<file path="src/rtl/mem_access_stall.sv">
// rtl/mem_access_stall.sv - memory stage with data-bus handshake, wait counting, timeout and misalignment abort
module mem_access_stall #(
  parameter int XLEN     = 32,
  parameter int MAX_WAIT = 15
) (
  input  logic            clk,
  input  logic            rst_n,
  input  logic [1:0]      ir_src_mem,
  input  logic            mem_oe,
  input  logic            mem_wr,
  input  logic [XLEN-1:0] pc_mem_next,
  input  logic [XLEN-1:0] ir_mem_next,
  input  logic [XLEN-1:0] y_mem_next,
  input  logic [XLEN-1:0] st_mem_next,
  output logic [XLEN-1:0] pc_wb_next,
  output logic [XLEN-1:0] ir_wb_next,
  output logic [XLEN-1:0] y_wb_next,
  output logic [XLEN-1:0] mem_rd,
  output logic            dmem_req,
  output logic            dmem_we,
  output logic [XLEN-1:0] dmem_addr,
  output logic [XLEN-1:0] dmem_wdata,
  input  logic            dmem_ack,
  input  logic [XLEN-1:0] dmem_rdata,
  output logic            mem_stall,
  output logic            mem_fault
);

  // IR source select encodings shared with the decode stage
  localparam logic [1:0] IR_SRC_DATA   = 2'd0;
  localparam logic [1:0] IR_SRC_NOP    = 2'd1;
  localparam logic [1:0] IR_SRC_EXCEPT = 2'd2;

  // Canonical bubble and exception-branch instruction words
  localparam logic [XLEN-1:0] INST_NOP        = XLEN'(32'h0000_0013);
  localparam logic [XLEN-1:0] INST_BNE_EXCEPT = XLEN'(32'h0000_1063);

  localparam logic [7:0] MAX_WAIT_CNT = 8'(MAX_WAIT);

  typedef enum logic {
    ST_IDLE = 1'b0,
    ST_BUSY = 1'b1
  } state_t;

  state_t          r_state;
  logic [7:0]      r_wait_cnt;

  logic [XLEN-1:0] r_pc_q;
  logic [XLEN-1:0] r_ir_q;
  logic [XLEN-1:0] r_y_q;
  logic [XLEN-1:0] r_st_q;
  logic            r_oe_q;
  logic            r_wr_q;

  logic            w_access;
  logic            w_aligned;
  logic            w_pending;
  logic            w_misaligned;
  logic            w_busy;
  logic            w_timeout;
  logic            w_complete;
  logic            w_load;

  // A memory instruction is only acted on when the IR source says the
  // stage holds real data; otherwise it is a bubble or an exception slot.
  assign w_access     = (r_oe_q | r_wr_q) && (ir_src_mem == IR_SRC_DATA);
  assign w_aligned    = (r_y_q[1:0] == 2'b00);
  assign w_busy       = (r_state == ST_BUSY);

  // Every completion or abort is a non-stall cycle, so the stage always
  // reloads on the following edge; an IDLE pending access therefore always
  // belongs to freshly loaded contents and a finished access never reissues.
  assign w_pending    = !w_busy && w_access && w_aligned;
  assign w_misaligned = !w_busy && w_access && !w_aligned;

  // Ack on the last allowed BUSY cycle wins over the timeout.
  assign w_timeout    = w_busy && !dmem_ack && (r_wait_cnt == MAX_WAIT_CNT);
  assign w_complete   = (w_pending || w_busy) && dmem_ack;

  // Bus side: held for the whole access even if the IR source changes
  // mid-BUSY, so the memory never sees a request withdrawn before ack.
  assign dmem_req   = w_pending || w_busy;
  assign dmem_we    = r_wr_q;
  assign dmem_addr  = r_y_q;
  assign dmem_wdata = r_st_q;

  assign mem_stall  = (w_pending && !dmem_ack) || (w_busy && !dmem_ack && !w_timeout);
  assign mem_fault  = w_misaligned || w_timeout;
  assign mem_rd     = w_complete ? dmem_rdata : '0;

  assign pc_wb_next = r_pc_q;
  assign y_wb_next  = r_y_q;

  assign w_load     = !mem_stall;

  // Writeback instruction select: a fault always turns into the exception branch
  always_comb begin
    ir_wb_next = 'x;
    if (mem_fault) begin
      ir_wb_next = INST_BNE_EXCEPT;
    end else begin
      case (ir_src_mem)
        IR_SRC_EXCEPT: ir_wb_next = INST_BNE_EXCEPT;
        IR_SRC_NOP:    ir_wb_next = INST_NOP;
        IR_SRC_DATA:   ir_wb_next = r_ir_q;
        default:       ir_wb_next = 'x;
      endcase
    end
  end

  // Stage registers: advance whenever the stage is not stalled
  always_ff @(posedge clk) begin
    if (!rst_n) begin
      r_pc_q <= '0;
      r_ir_q <= INST_NOP;
      r_y_q  <= '0;
      r_st_q <= '0;
      r_oe_q <= 1'b0;
      r_wr_q <= 1'b0;
    end else if (w_load) begin
      r_pc_q <= pc_mem_next;
      r_ir_q <= ir_mem_next;
      r_y_q  <= y_mem_next;
      r_st_q <= st_mem_next;
      r_oe_q <= mem_oe;
      r_wr_q <= mem_wr;
    end
  end

  // Access FSM: IDLE issues, BUSY waits for ack or gives up at MAX_WAIT
  always_ff @(posedge clk) begin
    if (!rst_n) begin
      r_state    <= ST_IDLE;
      r_wait_cnt <= 8'd0;
    end else begin
      case (r_state)
        ST_IDLE: begin
          if (w_pending && !dmem_ack) begin
            r_state    <= ST_BUSY;
            r_wait_cnt <= 8'd1;
          end else begin
            r_wait_cnt <= 8'd0;
          end
        end
        ST_BUSY: begin
          if (dmem_ack || w_timeout) begin
            r_state    <= ST_IDLE;
            r_wait_cnt <= 8'd0;
          end else begin
            r_wait_cnt <= r_wait_cnt + 8'd1;
          end
        end
        default: begin
          r_state    <= ST_IDLE;
          r_wait_cnt <= 8'd0;
        end
      endcase
    end
  end

endmodule

</file>
<file path="config.mk">
export PLATFORM = sky130hd
export DESIGN_NAME = mem_access_stall
export DESIGN_NICKNAME = d
export VERILOG_FILES = /design/src/rtl/mem_access_stall.sv
export SDC_FILE = /design/constraint.sdc
export NUM_CORES = 1
export LEC_CHECK = 0
export ABC_AREA = 1
export ABC_CLOCK_PERIOD_IN_PS = 2300
export CAP_MARGIN = 20
export CORE_AREA = 3 3 140 142
export CTS_CLUSTER_DIAMETER = 40
export DETAILED_ROUTE_END_ITERATION = 12
export DIE_AREA = 0 0 143 145
export PLACE_DENSITY = 0.82
export SYNTH_ARGS = -nofsm -noshare
export SYNTH_HDL_FRONTEND = slang
export SYNTH_SLANG_ARGS = --single-unit
</file>
<file path="constraint.sdc">
create_clock -name clk -period 2.3 [get_ports clk]
set_input_delay 0.46 -clock clk [delete_from_list [all_inputs] [get_ports clk]]
set_output_delay 0.46 -clock clk [all_outputs]
set_load 0.05 [all_outputs]
</file>
* Word level (Yosys, flattened, before mapping)
Cells that the tools add are included.
Cells by class: add/sub/neg operators 1, equality and inequality tests 3, muxes and demuxes 9, bitwise operators 2, reductions and logical operators 19
Operator list (number):
- $pmux W32 S3 | 1
- $mux W32 | 2
- $pmux W8 S2 | 1
- $logic_and A1 B1 Y1 | 9
- $add A8 B1 Y8 const B | 1
- $eq A8 B4 Y1 const B | 1
- $mux W8 | 1
- $logic_not A1 Y1 | 4
- $logic_not A2 Y1 | 2
- $logic_or A1 B1 Y1 | 4
- $mux W1 | 3
- $eq A2 B1 Y1 const B | 1
- $eq A2 B2 Y1 const B | 1
- $pmux W1 S2 | 1
- $not A1 Y1 | 1
- $or A1 B1 Y1 | 1
Storage, ports and cells: flip-flop bits (word level) 139, output and inout bits 196, logic and storage cells 42

* Depth between registers and ports, before layout
word-level depth 7, depth in mapped cells 9

* Worst setup path after synthesis
OpenSTA, ideal clock, no wires.
path type flip-flop to output port, start point register r_wr_q, in the netlist dmem_we, end point output port ir_wb_next[22], data arrival time 2074 ps, required time 1840 ps, path slack -234 ps, cell stages (with the launch flop) 7, path buffers 1, path through dfxtp_1 > nor2_1 > nor2_1 > nand2_1 > nand2_1 > clkbuf_1 > nor2_1
Between the ends: longest elaborated chain between the ends 6
RTL lines:
- from (decl) | RTL line 53 | logic r_wr_q;
- from (signal assigned) | RTL line 126 | r_wr_q <= mem_wr;
- $or A1 B1 Y1 | RTL line 66 | assign w_access = (r_oe_q | r_wr_q) && (ir_src_mem == IR_SRC_DATA);
- $logic_and A1 B1 Y1 | RTL line 66
- $logic_and A1 B1 Y1 (2 in series) | RTL line 74 | assign w_misaligned = !w_busy && w_access && !w_aligned;
- $logic_or A1 B1 Y1 | RTL line 88 | assign mem_fault = w_misaligned || w_timeout;
- net mem_fault | RTL line 26 | output logic mem_fault
- $mux W32 | RTL line 99 | if (mem_fault) begin
- to (decl) | RTL line 16 | output logic [XLEN-1:0] ir_wb_next,
The timed path passes the listed nets, and every way through them passes these cells.

* Worst setup path in the final report
start point register r_state, end point output port mem_rd[6]
Between the ends: longest elaborated chain between the ends 6
RTL lines:
- from (decl) | RTL line 45 | state_t r_state;
- from (signal assigned) | RTL line 133 | r_state <= ST_IDLE;
- from (signal assigned) | RTL line 139 | r_state <= ST_BUSY;
- from (signal assigned) | RTL line 147 | r_state <= ST_IDLE;
- $logic_not A1 Y1 | RTL line 73 | assign w_pending = !w_busy && w_access && w_aligned;
- $logic_and A1 B1 Y1 (2 in series) | RTL line 73
- $logic_or A1 B1 Y1 (*) | RTL line 78 | assign w_complete = (w_pending || w_busy) && dmem_ack;
- $logic_and A1 B1 Y1 (*) | RTL line 78
- $mux W32 (*) | RTL line 89 | assign mem_rd = w_complete ? dmem_rdata : '0;
- to (decl) | RTL line 18 | output logic [XLEN-1:0] mem_rd,
Every way passes the cells marked *; elsewhere a longest branch is shown, timed or not.

==> reports/qor.txt <==
Final period util - 100.3%
clk root buf - clkbuf_16
Total Routing Usage GR - 21.81%
share of cells above drive strength 1 - 16.11%
# DRC - 0
htree depth - 4
worst slew pin tran - 0.5788 ns
shortest period the worst path allows - 2.307 ns
Via density - 4.738
final hold vios - 0
Synth top area share - 40.41%
failing checks - setup timing
Post-synth top flop - dfxtp_1
fin nets - 1570
clock sink count - 139
status - finished, violations left
number of CTS-inserted buffers - 17
routability cong. - 0.8518
synth unique cells - 19
clock skew after layout - 0.01283 ns
Final Max Slew Viols - 0
Row Count - 50
Syn Area/Cell - 6.376 um^2
# port buffers - 362
first-pass GRT wire length - 36580 um
worst skew pair latency - 0.42 ns
crit-path max FO - 16
initial antenna violation count - 1
vias in the first global route - 7233
final worst slack - -0.007484 ns
power density cells - 586.1 nW/um^2
Peak VDD IR - 0.5450 mV
Worst-path clk slew - 0.06 ns
RSZ-0062 raised after global routing - true
Detail Route Antenna Nets - 0
vias - 7817
hold crit path type - primary input to flip-flop
drt first pass iters - 5
GRT Residual Overflow - 0
crit path DAT - 1.85 ns
relative slew slack - 61.29%
Seq/Total Area, Yosys - 40.41%
core area - 18580 um^2
max_cap viols - 0
#FFs+latches synth - 139
Post-synth EDFFs - 0
crit end category - primary output
Setup-failing EPs final - 1
Fin Hold WS - 0.4050 ns
Post-synth ARST share - 0%
Worst Path Required - 1.84 ns
final wirelength - 24500 um
CTS Hold Buffers Added - 0
area grow syn2layout - 77.69%
die width - 143 um
die height - 145 um
IO Count - 363
FMAX - 0.4334 GHz
leakage power - 5.993 nW
DP HPWL - 16950 um
Worst R2R Setup Slack - 0.31 ns
CTS tree - done
type of the worst setup path - flip-flop to primary output
largest net degree at the start of global routing - 74
Cell Area, Synth - 6887 um^2
Die ar. - 20740 um^2
initial DRC count - 353
Worst Setup Start Kind - flip-flop
cell taking the most area after synthesis - dfxtp_1
Initial Util - 37.06%
final core utilization - 65.86%
post-DR wirelength/cell - 14.85 um
Synthesized Nets - 1248
Cells after Synth - 1080
top cells by area, synth - dfxtp_1, nor2_1, nand3_1
Synth warnings - 0
Longest Clk Path Bufs - 2
==> timing repair <==
item                                    CTS  global route
gates cloned                              1             2
pin swaps                                 2             5
setup buffers                             5             4
endpoints found under the setup margin   66            63
resized for setup                        66            54
==> cell usage after synthesis, types with 2 or more instances <==
cell type,count
nor2_1,205
nand2_1,172
inv_1,171
dfxtp_1,139
nand3_1,137
a21oi_1,131
buf_2,50
buf_4,33
clkbuf_1,27
nand3b_1,2
nand4_1,2
nor3_1,2
or2_2,2
xor2_1,2
==> final cells by class <==
class                   instances  area (um^2)
clock buffers                  17        425.4
flip-flops and latches        139         2793
inverters                     171        644.4
diodes                          1        2.502
clock inverters                15        140.1
repair buffers                414         4682
multi-input cells             659         3257
well taps                     234        292.8
fillers                      1463         6344
==> cells by family (layout without fill, tap and decap cells) <==
logic type	after synthesis	in the layout	synth area share [%]
AO/OA/AOI/OAI	133	133	9.720
XOR/XNOR	3	3	0.3816
adder cells (fa/ha/maj)	1	1	0.1817
buffers and inverters	282	617	18.08
flip-flops	139	139	40.41
other	0	1	0
AND/OR/NAND/NOR	522	522	31.23
==> worst max-delay path, cell delays in order, from the launching register on <==
cell	delay, ns
dfxtp_4	0.37
nor2_4	0.13
nand2_4	0.08
nor3_4	0.22
o21ai_4	0.12
buf_12	0.18
nor2_2	0.17
buf_12	0.16
==> power breakdown <==
| group | internal [mW] | leakage (nW) | switching [mW] | total (mW) |
|---|---|---|---|---|
| registers | 2.56 | 1.16 | 0.101 | 2.66 |
| clock network | 1.50 | 0.255 | 1.14 | 2.64 |
| logic | 0.776 | 4.58 | 1.10 | 1.87 |
| total | 4.84 | 5.99 | 2.33 | 7.17 |
==> stage by stage <==
stage	area (um^2)	TNS, ns	std cells	worst slack (ns)	total power [mW]
final	12240	-0.007484	1650	-0.007484	7.172
after global routing	12240	-2.341	1650	-0.09189	7.475
after CTS	11930	-0.03477	1643	-0.01319	7.208
after detailed placement	11120	-6.824	1605	-0.1627	4.510
after global placement	11120	-2.212	1605	-0.06365	4.484
after floorplan	6935	-4.196	1080	-0.1361	3.741
==> cells in the final DEF (no fill, tap or decap), types with 34 or more instances in the layout <==
cell and instances:
a21oi_1 131, buf_12 57, buf_4 40, clkdlybuf4s50_1 292, dfxtp_1 135, inv_1 168
nand2_1 170, nand3_1 135, nor2_1 147, nor2_4 34
==> state kept, by name, summed over array words and instances (netlist names) <==
register	flops
dmem_addr	32
dmem_wdata	32
dmem_we	1
pc_wb_next	32
r_ir_q	32
r_oe_q	1
r_state	1
r_wait_cnt	8
==> per-layer routing <==
metal,vias to the layer above,GRT usage (%),part of all wire [%]
li1,3922,-,-
met1,3524,23.90,37
met2,312,37.50,51
met3,59,7.383,7.9
met4,0,10.17,3.8
met5,-,0,0
==> final timing paths <==
check           startpoint              to  cells after the start
max reg2reg  r_wait_cnt[1]  dmem_wdata[28]                     10
min reg2reg      r_ir_q[4]       r_ir_q[4]                      2
max                r_state       mem_rd[6]                      7
min                  rst_n       r_ir_q[4]                      2
No activity file was read; power rests on OpenSTA's default activity.
